[config.mk]
export PLATFORM = sky130hd
export DESIGN_NAME = icap_write_ctrl
export DESIGN_NICKNAME = d
export VERILOG_FILES = /design/src/rtl/icap_write_ctrl.sv
export SDC_FILE = /design/constraint.sdc
export NUM_CORES = 1
export LEC_CHECK = 0
export ABC_CLOCK_PERIOD_IN_PS = 4510
export BUFFER_PORTS_ARGS = -buffer_cell sky130_fd_sc_hd__buf_2
export CAP_MARGIN = 0
export CORE_MARGIN = 3
export CORE_UTILIZATION = 35
export DETAILED_ROUTE_END_ITERATION = 7
export GPL_TIMING_DRIVEN = 0
export SYNTH_ARGS = -nofsm -noshare
export SYNTH_HDL_FRONTEND = slang
export SYNTH_SLANG_ARGS = --single-unit
[constraint.sdc]
create_clock -name CLK -period 4.51 [get_ports CLK]
set_clock_uncertainty 0.2 [all_clocks]
set_input_delay 0.6765 -clock CLK [delete_from_list [all_inputs] [get_ports CLK]]
set_output_delay 0.6765 -clock CLK [all_outputs]
set_load 0.02 [all_outputs]
[src/rtl/icap_write_ctrl.sv]
// ---------------------------------------------------------------------------
// icap_write_ctrl
//
// Streams a partial bitstream into the ICAPE3 wrapper. 32-bit words arrive in
// bitstream order on an AXI-Stream-style slave port. They are gated onto the
// registered ICAP write port under AVAIL/PRERROR control. The controller then
// waits for PRDONE and reports success, PRERROR or a PRDONE timeout. No bit
// swapping is done here because the wrapper does it.
//
// Parameters
//   TIMEOUT_CYCLES  cycles allowed after the last word for PRDONE to return
//   CNT_W           width of word_cnt
//
// Ports
//   CLK            sole clock, shared by the stream and the ICAP
//   RST_N          asynchronous active-low reset
//   s_tdata        bitstream word, unswapped
//   s_tvalid       word valid
//   s_tlast        last word of the bitstream
//   s_tready       word accepted when s_tvalid && s_tready at CLK rise
//   ICAP_CSIB      registered, to wrapper CSIB
//   ICAP_RDWRB     registered, to wrapper RDWRB
//   ICAP_I         registered, to wrapper I
//   ICAP_AVAIL     from wrapper AVAIL
//   ICAP_PRDONE    from wrapper PRDONE
//   ICAP_PRERROR   from wrapper PRERROR
//   busy           high in any state but IDLE
//   done           one-cycle pulse at session end (success or error)
//   err            sticky error flag, cleared when the next session starts
//   err_code       0 none, 1 PRERROR, 2 PRDONE timeout
//   word_cnt       words written this session, saturating at all-ones
// ---------------------------------------------------------------------------
module icap_write_ctrl #(
  parameter int unsigned TIMEOUT_CYCLES = 1000000,
  parameter int unsigned CNT_W          = 32
) (
  input  logic             CLK,
  input  logic             RST_N,
  input  logic [31:0]      s_tdata,
  input  logic             s_tvalid,
  input  logic             s_tlast,
  output logic             s_tready,
  output logic             ICAP_CSIB,
  output logic             ICAP_RDWRB,
  output logic [31:0]      ICAP_I,
  input  logic             ICAP_AVAIL,
  input  logic             ICAP_PRDONE,
  input  logic             ICAP_PRERROR,
  output logic             busy,
  output logic             done,
  output logic             err,
  output logic [1:0]       err_code,
  output logic [CNT_W-1:0] word_cnt
);

  // The timer must hold TIMEOUT_CYCLES and the minimum-wait constant 2.
  localparam int unsigned TIMER_W_RAW = $clog2(TIMEOUT_CYCLES + 1);
  localparam int unsigned TIMER_W     = (TIMER_W_RAW < 2) ? 2 : TIMER_W_RAW;
  localparam logic [TIMER_W-1:0] TIMEOUT_VAL = TIMER_W'(TIMEOUT_CYCLES);
  localparam logic [TIMER_W-1:0] MIN_WAIT    = TIMER_W'(2);

  localparam logic [1:0] ERR_NONE     = 2'd0;
  localparam logic [1:0] ERR_PRERROR  = 2'd1;
  localparam logic [1:0] ERR_TIMEOUT  = 2'd2;

  typedef enum logic [2:0] {
    IDLE,
    ARM,
    WRITE,
    WAIT_DONE,
    DRAIN,
    FINISH
  } state_e;

  state_e             state_q,    state_d;
  logic               csib_q,     csib_d;
  logic               rdwrb_q,    rdwrb_d;
  logic [31:0]        data_q,     data_d;
  logic [CNT_W-1:0]   wordCnt_q,  wordCnt_d;
  logic               err_q,      err_d;
  logic [1:0]         errCode_q,  errCode_d;
  logic [TIMER_W-1:0] timer_q,    timer_d;
  logic               csibPrev_q;

  // RDWRB may only move once CSIB has been high for a full cycle. After a
  // PRERROR in the first WAIT_DONE cycle, CSIB has only just risen when
  // FINISH is reached, so RDWRB then returns high one cycle later from IDLE.
  logic rdwrbMayMove;
  assign rdwrbMayMove = csib_q && csibPrev_q;

  // Next-state and stream-ready logic.
  always_comb begin
    state_d   = state_q;
    csib_d    = 1'b1;
    rdwrb_d   = rdwrb_q;
    data_d    = data_q;
    wordCnt_d = wordCnt_q;
    err_d     = err_q;
    errCode_d = errCode_q;
    timer_d   = timer_q;
    s_tready  = 1'b0;

    case (state_q)
      IDLE: begin
        if (rdwrbMayMove) begin
          rdwrb_d = 1'b1;
        end
        if (s_tvalid) begin
          state_d   = ARM;
          wordCnt_d = '0;
          err_d     = 1'b0;
          errCode_d = ERR_NONE;
          timer_d   = '0;
        end
      end

      // One settle cycle: RDWRB drops while CSIB is still high.
      ARM: begin
        rdwrb_d = 1'b0;
        state_d = WRITE;
      end

      // PRERROR masks s_tready, so a word offered alongside it is not taken.
      WRITE: begin
        s_tready = ICAP_AVAIL && !ICAP_PRERROR;
        if (ICAP_PRERROR) begin
          err_d     = 1'b1;
          errCode_d = ERR_PRERROR;
          state_d   = DRAIN;
        end else if (s_tvalid && s_tready) begin
          data_d = s_tdata;
          csib_d = 1'b0;
          if (wordCnt_q != '1) begin
            wordCnt_d = wordCnt_q + CNT_W'(1);
          end
          if (s_tlast) begin
            state_d = WAIT_DONE;
          end
        end
      end

      // PRDONE is ignored for the first two cycles because it may not yet
      // have fallen for this bitstream.
      WAIT_DONE: begin
        if (ICAP_PRERROR) begin
          err_d     = 1'b1;
          errCode_d = ERR_PRERROR;
          state_d   = FINISH;
        end else if (timer_q >= MIN_WAIT && ICAP_PRDONE) begin
          state_d = FINISH;
        end else if (timer_q == TIMEOUT_VAL) begin
          err_d     = 1'b1;
          errCode_d = ERR_TIMEOUT;
          state_d   = FINISH;
        end else begin
          timer_d = timer_q + TIMER_W'(1);
        end
      end

      // Swallow the rest of a failed bitstream so upstream never stalls.
      DRAIN: begin
        s_tready = 1'b1;
        if (s_tvalid && s_tlast) begin
          state_d = FINISH;
        end
      end

      FINISH: begin
        if (rdwrbMayMove) begin
          rdwrb_d = 1'b1;
        end
        state_d = IDLE;
      end

      default: begin
        state_d = IDLE;
      end
    endcase
  end

  // State and ICAP port registers. Reset forces CSIB high at once.
  always_ff @(posedge CLK or negedge RST_N) begin
    if (!RST_N) begin
      state_q    <= IDLE;
      csib_q     <= 1'b1;
      rdwrb_q    <= 1'b1;
      data_q     <= '0;
      wordCnt_q  <= '0;
      err_q      <= 1'b0;
      errCode_q  <= ERR_NONE;
      timer_q    <= '0;
      csibPrev_q <= 1'b1;
    end else begin
      state_q    <= state_d;
      csib_q     <= csib_d;
      rdwrb_q    <= rdwrb_d;
      data_q     <= data_d;
      wordCnt_q  <= wordCnt_d;
      err_q      <= err_d;
      errCode_q  <= errCode_d;
      timer_q    <= timer_d;
      csibPrev_q <= csib_q;
    end
  end

  assign ICAP_CSIB  = csib_q;
  assign ICAP_RDWRB = rdwrb_q;
  assign ICAP_I     = data_q;
  assign busy       = (state_q != IDLE);
  assign done       = (state_q == FINISH);
  assign err        = err_q;
  assign err_code   = errCode_q;
  assign word_cnt   = wordCnt_q;

endmodule
# [After elaboration in Yosys (flattened, before gate mapping)]
# Index checks and enable logic that the tools add are counted.
[totals] reg_bits=93 latch_bits=0 ram_bits=0 romBits=0 in_bits=39 output_inout_bits=72 elab_cells=91 n_memories=0
[op_classes] n_addsub=2 n_mul=0 div=0 order_cmp=1 eq_ne=22 n_shift=0 mux=37 bitwise=1 reduce_logical=19
[ops] op="$mux 32" count=4
[ops] op="$mux 20" count=4
[ops] op="$pmux 32 s2" count=1
[ops] op="$pmux 20 s2" count=1
[ops] op="$add 32x1->32 const B" count=1
[ops] op="$ne 32x32->1 const B" count=1
[ops] op="$mux 3" count=8
[ops] op="$add 20x1->20 const B" count=1
[ops] op="$eq 20x20->1 const B" count=1
[ops] op="$ge 20x2->1 const B" count=1
[ops] op="$reduce_and 5->1" count=4
[ops] op="$ne 2x2->1 const B" count=9
[ops] op="$pmux 3 s5" count=1
[ops] op="$ne 3x3->1 const B" count=4
[ops] op="$mux 2" count=5
[ops] op="$mux 1" count=9
[ops] op="$eq 3x2->1 const B" count=2
[ops] op="$eq 3x3->1 const B" count=2
[ops] op="$pmux 2 s3" count=1
[ops] op="$reduce_bool 2->1" count=3
[ops] op="$reduce_bool 3->1" count=2
[ops] op="$logic_and 1x1->1" count=5
[ops] op="$ne 4x4->1 const B" count=1
[ops] op="$pmux 1 s2" count=2
[ops] op="other kinds (9)" count=9

# [Longest topological paths before layout]
# Gate-level depths: netlist (run 1).
[logic_depth] ltp_word=6 mapped_depth=9 mapped_depth_nobuf=7

# [Worst setup path after synthesis (run 1)]
# No wires, ideal clock.
[synth_timing] path_kind="in2reg" from="in s_tvalid" to="reg wordCnt_q[29], in the netlist word_cnt[29]" setup_ns=0.078 t_arrival_ns=2.052 t_required_ns=4.232 setup_slack_ns=2.180 path_stages=6 n_path_buf=1 path_cell_list="or4b_1 -> buf_2 -> o31ai_2 -> nand2_2 -> or4_1 -> a21oi_1"
[synth_via] elab_chain_len=3 word_cells_on_any_way=4 cone_classes="2 x eq/ne; 2 x reduce/logical"
[synth_rtl] item="start, declared" line="40" text="input logic s_tvalid,"
[synth_rtl] item="$logic_and 1x1->1" line="130" text="end else if (s_tvalid && s_tready) begin"
[synth_rtl] item="$ne 2x2->1 (no line)"
[synth_rtl] item="$reduce_and 5->1 (no line) *"
[synth_rtl] item="end signal, assigned" line="198" text="wordCnt_q <= wordCnt_d;"
[synth_rtl] item="end, declared" line="79" text="logic [CNT_W-1:0] wordCnt_q, wordCnt_d;"
# Mark *: on every way between the ends. The rest lies on a longest branch, timed or not.
# A chain may end at the register's enable or synchronous reset.

# [Worst setup path in the final report (run 1)]
[layout_timing] from="reg state_q[1]" to="out s_tready"
[layout_via] elab_chain_len=2 word_cells_on_any_way=3 cone_classes="2 x eq/ne; 1 x mux"
[layout_rtl] item="start, declared" line="75" text="state_e state_q, state_d;"
[layout_rtl] item="start signal, assigned" line="194" text="state_q <= state_d;"
[layout_rtl] item="$eq 3x3->1 or $eq 3x2->1 (tied branches)" line="103" text="case (state_q)"
[layout_rtl] item="$pmux 1 s2 *" line="103"
[layout_rtl] item="end, declared" line="42" text="output logic s_tready,"
# Marks and branches as above.

==> results of run 1 <==
kinds of logic (layout without fill, tap and decap cells):
logic type | count (synthesis) | count (layout)
and+or+nand+nor | 298 | 298
AOI/OAI and AO/OA | 96 | 96
DFF | 93 | 93
buffers and inverters | 40 | 165
muxes | 12 | 12
adders and majority gates | 4 | 4
xor gates and xnor gates | 2 | 2
sequential cells by signal (all words and copies together) (netlist names), 2 cells and up:
signal,cells
timer_q,20
word_cnt,32
state_q,3
ICAP_I,32
err_code,2
cell usage in the layout (no fill, tap or decap), types with 12 or more instances in the layout:
cell      instances
or3_1            27
nand4_1          16
buf_2           112
dfrtp_1          90
nand2_1         133
nand3_1          30
o21ai_0          30
or4_1            18
a21oi_1          33
nor3_1           12
clkbuf_1         22
nor2_1           22
power groups by stage:
stage / registers [W] / logic, W / clock network (W)
floorplan: 0.00135 / 0.000359 / 0
global placement: 0.00114 / 0.000898 / 0
detailed placement: 0.00114 / 0.000917 / 0
CTS: 0.00114 / 0.000912 / 0.000806
global route: 0.00117 / 0.000995 / 0.000840
finish: 0.00114 / 0.000899 / 0.000792
per-layer routing:
| metal | global-route usage [%] | share of wire (%) | wire [um] | up-vias |
|---|---|---|---|---|
| li1 | - | - | - | 2204 |
| met1 | 24.7 | 45 | 5960 | 2143 |
| met2 | 27.4 | 44 | 5800 | 164 |
| met3 | 5.12 | 8.6 | 1120 | 15 |
| met4 | 7.00 | 1.7 | 223 | 0 |
| met5 | 0 | 0 | 0 | - |
path summary, 6_finish.rpt:
kind / slack [ns] / start / end / depth (start not counted)
worst max-delay path: 1.68 / state_q[1] / s_tready / 5
worst min-delay path: 0.11 / RST_N / ICAP_I[26] / 1
worst max register to register: 1.75 / word_cnt[0] / word_cnt[10] / 9
worst min register to register: 0.17 / ICAP_CSIB / csibPrev_q / 0
max in group asynchronous: 3.35 / RST_N / word_cnt[9] / 2
min in group CLK: 0.17 / ICAP_CSIB / csibPrev_q / 0
critical path: cells and delay by family (launching register included):
family          cells  cell delay [ns]
buf+inv             2             0.53
flops               1             0.47
simple gates        2             0.45
compound gates      1             0.16
final cells by class:
| type | count | area (um^2) |
|---|---|---|
| Buffer | 29 | 121 |
| Clock buffer | 12 | 267 |
| Clock inverter | 3 | 43.8 |
| Fill cell | 1315 | 7410 |
| Inverter | 11 | 41.3 |
| Multi-Input combinational cell | 412 | 2290 |
| Sequential cell | 93 | 2330 |
| Tap cell | 176 | 220 |
| Timing Repair Buffer | 110 | 576 |
stage by stage:
stage / setup slack [ns] / hold WS, ns / cells
final: 1.68 / 0.115 / 846
after global routing: 1.51 / 0.145 / 846
after CTS: 1.67 / 0.125 / 846
after detailed placement: 1.51 / 0.167 / 831
after global placement: 1.52 / 0.165 / 830
after floorplan: 2.18 / 0.181 / 545
==> flow_metrics.env, run 1 <==
export IMPL_clk_path_buf_depth=2
export IMPL_num_rows=42
export IMPL_crit_type="flip-flop to output pin"
export IMPL_via_per_inst=5.35
export IMPL_rsz0062_at_grt="false"
export IMPL_critPathMaxStageDelay_ns=0.47
export IMPL_p_int_w=0.00178
export IMPL_drv_cap=0
export IMPL_p_sw_w=0.00105
export IMPL_ys_flop_type="dfrtp_1"
export IMPL_yosysTopAreaCellShare_pct=47.1
export IMPL_antenna_cells=0
export IMPL_tightest_slew_ns=0.831
export IMPL_fmax_mhz=353
export IMPL_crit_slowest_cell="dfrtp_1"
export IMPL_synthXorXnorAreaFrac_pct=0.366
export IMPL_htreeDepth=3
export IMPL_muxShareOfSynthArea_pct=2.56
export IMPL_slew_headroom_pct=44.5
export IMPL_via_count=4526
export IMPL_hpwl_mm=9.48
export IMPL_p_comb_share_pct=31.8
export IMPL_core_um2=13300
export IMPL_cts_buffers=9
export IMPL_dpl_cell_area_um2=5580
export IMPL_antenna_left=0
export IMPL_fin_area_um2=5890
export IMPL_dr_pass1_iters=5
export IMPL_path_max_fanout=10
export IMPL_ctsResizeCount=0
export IMPL_post_synth_inst_count=545
export IMPL_synth_simple_gate_area_share_pct=31.9
export IMPL_fin_crit_ns=2.83
export IMPL_grt_pass1_vias=4353
export IMPL_routed_wirelength_mm=13.1
export IMPL_synth_area_top_cells="dfrtp_1 47%, nand2_1 10%, or3_1 3.5%"
export IMPL_power_total_w=0.00283
export IMPL_finalSetupViolCount=0
export IMPL_hold_buffers=0
export IMPL_vdd_drop_max_v=0.000292
export IMPL_p_leak_nw=2.76
export IMPL_power_switching_share_pct=37.1
export IMPL_initial_core_util_pct=36.0
export IMPL_clk_pin_slew_ns=0.07
export IMPL_synth_warnings=0
export IMPL_status="finished, final reports clean"
export IMPL_layout_drive_gt1_share_pct=21.9
export IMPL_postLayoutCoreUtil_pct=44.3
export IMPL_cp_end_kind="output pin"
export IMPL_drc=0
export IMPL_yosys_area_share_adder_pct=1.05
export IMPL_slew_viol_final=0
export IMPL_gp_congestion=0.858
export IMPL_ys_ff_latch=93
export IMPL_cts_setup_buffers=0
export IMPL_clock_latency_ns=0.34
export IMPL_yosys_area_top_type="dfrtp_1"
export IMPL_grt_pass1_wl_mm=21.8
export IMPL_synth_top_family_by_area="simple AND/OR/NAND/NOR gates"
export IMPL_syn_area_per_cell_um2=8.77
export IMPL_syn_num_nets=588
export IMPL_grt_overflow_total=0
export IMPL_cp_start_kind="flip-flop"
export IMPL_required_ns=3.63
export IMPL_track_usage_pct=18.1
export IMPL_grt_max_degree=56
export IMPL_wl_per_cell_um=15.5
export IMPL_drt_initial_drc_count=323
export IMPL_synth_cell_types=52
export IMPL_tritoncts_num_sinks=93
export IMPL_nNetsFinal=709
export IMPL_die_x_um=123
export IMPL_cts_root_buffer="clkbuf_16"
export IMPL_synth_compound_area_share_pct=12.0
export IMPL_io_pins=111
export IMPL_fp_dieH_um=123
export IMPL_cts_tree="built"
export IMPL_p_seq_share_pct=40.2
export IMPL_fin_crit_sh_pct=62.7
export IMPL_ys_top_cells_by_count="133 x nand2_1, 90 x dfrtp_1, 33 x a21oi_1"
export IMPL_syn_area_um2=4780
export IMPL_setup_tns_ns=0
export IMPL_p_clk_share_pct=28.0
export IMPL_fp_dieArea_um2=15100
export IMPL_path_cells="clkbuf_1, nor2b_1, nand3b_1, a21oi_1, buf_2"
export IMPL_arrival_ns=1.95
export IMPL_antenna_found_initial=0
export IMPL_hp_class="input pin to async pin"
export IMPL_yosysMostFrequentCell="nand2_1"
export IMPL_yosysSeqAreaShare_pct=48.8
export IMPL_port_buffers=109
export IMPL_synth_edff_count=0
export IMPL_syn_to_final_growth_pct=23.1
export IMPL_pwr_density_cell_nw_per_um2=480
export IMPL_hold_violations=0
export IMPL_postSynth_asyncResetShare_pct=100
Power figures use the tool's default switching activity.
==> run 2, diff against run 1 <==
ABC_CLOCK_PERIOD_IN_PS = 2800   (was 4510)
clock period = 2.8 ns   (was 4.51 ns; I/O delays follow)
==> run 2 against run 1 <==
Net effect: critical path depth unchanged; worst hold slack worse by 0.057 ns; routed wire length grew 0.44%; first-iteration DRC count shrank 6.8%; cell count grew 0.12%; power grew 62%; sequential power grew 61%; non-clock buffer count increased by 1; global-route usage unchanged; critical path type unchanged; critical endpoint unchanged.
==> flow_metrics.env, run 2 (synthesized netlist as in run 1, its figures left out) <==
export IMPL_status="finished, final reports clean"
export IMPL_place_inst=831
export IMPL_io_pins=111
export IMPL_nNetsFinal=710
export IMPL_wl_per_cell_um=15.5
export IMPL_crit_slowest_cell="dfrtp_1"
export IMPL_drt_initial_drc_count=301
export IMPL_clock_latency_ns=0.34
export IMPL_antenna_cells=0
export IMPL_layout_common_cells="133 x nand2_1, 112 x buf_2, 90 x dfrtp_1, 33 x a21oi_1"
export IMPL_dr_pass1_iters=4
export IMPL_grt_pass1_wl_mm=21.8
export IMPL_arrival_ns=1.98
export IMPL_track_usage_pct=18.1
export IMPL_pwr_density_cell_nw_per_um2=772
export IMPL_syn_to_final_growth_pct=23.9
export IMPL_finalSetupViolCount=0
export IMPL_clk_pin_slew_ns=0.07
export IMPL_tritoncts_num_sinks=93
export IMPL_cts_root_buffer="clkbuf_16"
export IMPL_path_max_fanout=10
export IMPL_stdcell_count=847
export IMPL_num_rows=42
export IMPL_layout_drive_gt1_share_pct=22.2
export IMPL_routed_wirelength_mm=13.2
export IMPL_hp_class="input pin to flip-flop"
export IMPL_crit_type="flip-flop to output pin"
export IMPL_power_total_w=0.00457
export IMPL_hold_violations=0
export IMPL_cts_setup_buffers=0
export IMPL_tightest_slew_ns=0.605
export IMPL_antenna_left=0
export IMPL_htreeDepth=3
export IMPL_antenna_found_initial=0
export IMPL_via_per_inst=5.36
export IMPL_gp_congestion=0.858
export IMPL_rsz0062_at_grt="false"
export IMPL_fin_crit_sh_pct=92.9
export IMPL_p_leak_nw=2.79
export IMPL_drv_cap=0
export IMPL_fp_dieH_um=123
export IMPL_slew_headroom_pct=59.7
export IMPL_hpwl_mm=9.48
export IMPL_grt_overflow_total=0
export IMPL_cts_tree="built"
export IMPL_cp_end_kind="output pin"
export IMPL_clk_path_buf_depth=2
export IMPL_slew_viol_final=0
export IMPL_vdd_drop_max_v=0.000471
export IMPL_grt_max_degree=56
export IMPL_setup_tns_ns=0
export IMPL_cp_start_kind="flip-flop"
export IMPL_fin_crit_ns=2.60
export IMPL_drc=0
export IMPL_core_um2=13300
export IMPL_initial_core_util_pct=36.0
export IMPL_cts_buffers=9
export IMPL_critPathMaxStageDelay_ns=0.49
export IMPL_required_ns=2.18
export IMPL_fmax_mhz=384
export IMPL_fp_dieArea_um2=15100
export IMPL_via_count=4540
export IMPL_port_buffers=109
export IMPL_path_cells="clkbuf_1, nor2b_1, nand3b_1, a21oi_1, buf_2"
export IMPL_final_common_cell="nand2_1"
export IMPL_die_x_um=123
export IMPL_grt_pass1_vias=4355
==> run 2: cell count changes in the layout (fill, tap and decap cells not counted) <==
| cell | before | now |
|---|---|---|
| dlygate4sd3_1 | 0 | 1 |
| nor4_4 | 0 | 1 |
| nor4_1 | 7 | 6 |
| clkbuf_2 | 0 | 1 |
| nor4b_4 | 0 | 1 |
| nor4b_2 | 1 | 0 |
| clkbuf_1 | 22 | 21 |
==> run 2: timing repair <==
| item | CTS | global route |
|---|---|---|
| hold endpoints to repair | 35 | 0 |
| endpoints found under the setup margin | 0 | 25 |
| hold buffers | 1 | 0 |
| resized for setup | 0 | 5 |
==> run 2: final cells by class <==
| class | instances | area, um^2 |
|---|---|---|
| fillers | 1311 | 7370 |
| flip-flops and latches | 93 | 2330 |
| multi-input cells | 412 | 2310 |
| repair buffers | 111 | 586 |
| clock buffers | 12 | 267 |
| well taps | 176 | 220 |
| plain buffers | 29 | 123 |
| clock inverters | 3 | 43.8 |
| inverters | 11 | 41.3 |
==> run 2: critical path: cells and delay by family, from the launching register on <==
family                 cells  cell delay, ns
AOI/OAI and AO/OA          1            0.16
and+or+nand+nor            2            0.45
DFF                        1            0.49
buffers and inverters      2            0.54
==> run 2: routing by layer <==
metal	up-vias	global-route usage (%)	routed length, um
met5	-	0	0
met4	0	7.00	237
met3	15	5.12	1120
met2	160	27.4	5850
met1	2161	24.7	5960
li1	2204	-	-
==> run 2: per-stage QoR <==
step	setup WS, ns	utilization, %	instance area [um^2]	hold WS (ns)
final	0.198	44.5	5920	0.0576
after global placement	0.0677	41.7	5550	0.165
after detailed placement	0.0545	41.9	5580	0.167
after floorplan	0.506	-	4780	-0.0756
after global routing	0.0517	44.5	5920	0.0643
after CTS	0.0900	44.4	5900	0.0488
==> run 2: path summary, 6_finish.rpt <==
path                          endpoint  slack (ns)         from  cells past startpoint
max                           s_tready        0.20   state_q[1]                      5
min                         ICAP_I[30]        0.06  s_tdata[30]                      3
max reg2reg                word_cnt[3]        0.22   state_q[0]                      7
min reg2reg                 csibPrev_q        0.17    ICAP_CSIB                      0
max in group asynchronous  word_cnt[1]        1.34        RST_N                      3
min in group asynchronous   ICAP_I[26]        0.40        RST_N                      2
==> run 2: where the power goes <==
part | switching, W | internal (W) | leakage (nW) | total (W)
sequential | 0.000193 | 0.00164 | 1.25 | 0.00184
clock | 0.000517 | 0.000761 | 0.155 | 0.00128
combinational | 0.000988 | 0.000467 | 1.38 | 0.00146
total | 0.00170 | 0.00287 | 2.79 | 0.00457
==> run 3, diff against run 2 <==
CORE_MARGIN = not set   (was 3)
==> run 3 against run 2 <==
Net effect: register-to-register slack lost 0.08 ns; sequential power is essentially flat; worst setup slack got worse by 0.060 ns; cell count increased by 0.12%; critical path depth rose by 2.
==> flow_metrics.env, run 3 (synthesized netlist as in run 1, its figures left out) <==
export IMPL_drt_initial_drc_count=354
export IMPL_power_switching_share_pct=38.4
export IMPL_fin_crit_ns=2.66
export IMPL_cts_root_buffer="clkbuf_16"
export IMPL_drc=0
export IMPL_cp_end_kind="flip-flop"
export IMPL_final_common_cell="nand2_1"
export IMPL_place_ws_ns=-0.00184
export IMPL_p_sw_w=0.00172
export IMPL_p_comb_share_pct=32.5
export IMPL_crit_type="flip-flop to flip-flop"
export IMPL_multi_input_area_um2=2300
export IMPL_crit_slowest_cell="clkbuf_1"
export IMPL_track_usage_pct=19.1
export IMPL_grt_max_degree=58
export IMPL_stdcell_count=848
export IMPL_p_seq_share_pct=41.0
export IMPL_fp_dieArea_um2=14100
export IMPL_syn_to_final_growth_pct=23.2
export IMPL_n_fill_cell=1339
export IMPL_port_buffers=109
export IMPL_ff_latch_area_um2=2330
export IMPL_vdd_drop_max_v=0.000503
export IMPL_io_pins=111
export IMPL_antenna_found_initial=0
export IMPL_cp_start_kind="flip-flop"
export IMPL_tightest_slew_ns=0.620
export IMPL_antenna_left=0
export IMPL_htreeDepth=3
export IMPL_dr_pass1_iters=5
export IMPL_path_max_fanout=10
export IMPL_num_rows=42
export IMPL_routed_wirelength_mm=13.1
export IMPL_layout_common_cells="133 x nand2_1, 112 x buf_2, 90 x dfrtp_1, 33 x a21oi_1"
export IMPL_clk_pin_slew_ns=0.07
export IMPL_path_cells="buf_2, nand4b_4, nor3_4, clkbuf_1, nand4_1, or3_1, a21oi_1"
export IMPL_via_count=4544
export IMPL_required_ns=2.86
export IMPL_fp_dieH_um=119
export IMPL_antenna_cells=0
export IMPL_tritoncts_num_sinks=93
export IMPL_status="finished, final reports clean"
export IMPL_hp_class="input pin to flip-flop"
export IMPL_clock_latency_ns=0.35
export IMPL_core_um2=13300
export IMPL_nNetsFinal=710
export IMPL_via_per_inst=5.36
export IMPL_hpwl_mm=9.29
export IMPL_finalSetupViolCount=0
export IMPL_drv_cap=0
export IMPL_fmax_mhz=376
export IMPL_hold_violations=0
export IMPL_wl_per_cell_um=15.4
export IMPL_gp_congestion=0.881
export IMPL_layout_drive_gt1_share_pct=22.0
export IMPL_pwr_density_cell_nw_per_um2=762
export IMPL_critPathMaxStageDelay_ns=0.51
export IMPL_fin_crit_sh_pct=95.1
export IMPL_rsz0062_at_grt="true"
export IMPL_cts_buffers=9
export IMPL_initial_core_util_pct=36.0
export IMPL_die_x_um=119
export IMPL_grt_overflow_total=0
export IMPL_grt_pass1_vias=4342
export IMPL_grt_pass1_wl_mm=21.6
export IMPL_power_total_w=0.00449
export IMPL_cts_tree="built"
export IMPL_clk_path_buf_depth=2
export IMPL_setup_tns_ns=0
export IMPL_place_inst=831
export IMPL_slew_viol_final=0
export IMPL_p_int_w=0.00277
export IMPL_arrival_ns=2.73
export IMPL_slew_headroom_pct=58.4
export IMPL_p_leak_nw=2.74
export IMPL_p_clk_share_pct=26.5
export IMPL_setup_slack_ns=0.138
run 3: cell type report:
type / instances / share of cell area, %
tap: 176 / 3.74
inverter: 11 / 0.701
clock buffer: 12 / 4.36
timing repair buffer: 111 / 9.94
clock inverter: 4 / 0.531
sequential: 93 / 39.6
multi-input combinational: 412 / 39.1
buffer: 29 / 2.06
run 3: path summary, 6_finish.rpt:
check                                 from           end  slack [ns]  cells after the start
worst min register to register   ICAP_CSIB    csibPrev_q        0.18                      0
worst max register to register  state_q[0]  word_cnt[10]        0.14                      7
worst min-delay path            s_tdata[9]     ICAP_I[9]        0.06                      3
max in group asynchronous            RST_N  word_cnt[21]        1.36                      3
min in group asynchronous            RST_N    ICAP_I[29]        0.38                      2
worst max-delay path            state_q[0]  word_cnt[10]        0.14                      7
run 3: critical path: cells and delay by family (launching register included):
kind / cells / cell delay, ns
AOI/OAI and AO/OA: 1 / 0.15
buffers and inverters: 2 / 0.70
DFF: 1 / 0.41
and+or+nand+nor: 4 / 1.11
run 3: what timing repair did:
action                     4_1_cts  5_1_grt
hold buffers                     1        0
setup endpoints to repair        0       14
hold endpoints to repair        33        0
gates resized for setup          0        2
setup buffers                    0        0
run 3: power groups by stage:
stage,logic (W),registers (W),clock network (W)
2_1_floorplan,0.000577,0.00217,0
3_3_place_gp,0.00144,0.00183,0
3_5_place_dp,0.00147,0.00184,0
4_1_cts,0.00147,0.00183,0.00122
5_1_grt,0.00161,0.00188,0.00127
6_report,0.00146,0.00184,0.00119
run 3: through the flow:
stage | hold slack, ns | cell area (um^2) | utilization, %
2_1_floorplan | -0.0756 | 4780 | -
3_3_place_gp | 0.165 | 5550 | 41.7
3_5_place_dp | 0.169 | 5580 | 41.9
4_1_cts | 0.0479 | 5870 | 44.2
5_1_grt | 0.0589 | 5890 | 44.3
6_report | 0.0595 | 5890 | 44.3
run 3: layer usage:
layer,GRT usage (%),routed length [um]
met4,8.31,298
met1,26.1,5930
met2,28.4,5790
met3,5.22,1080
met5,0,0
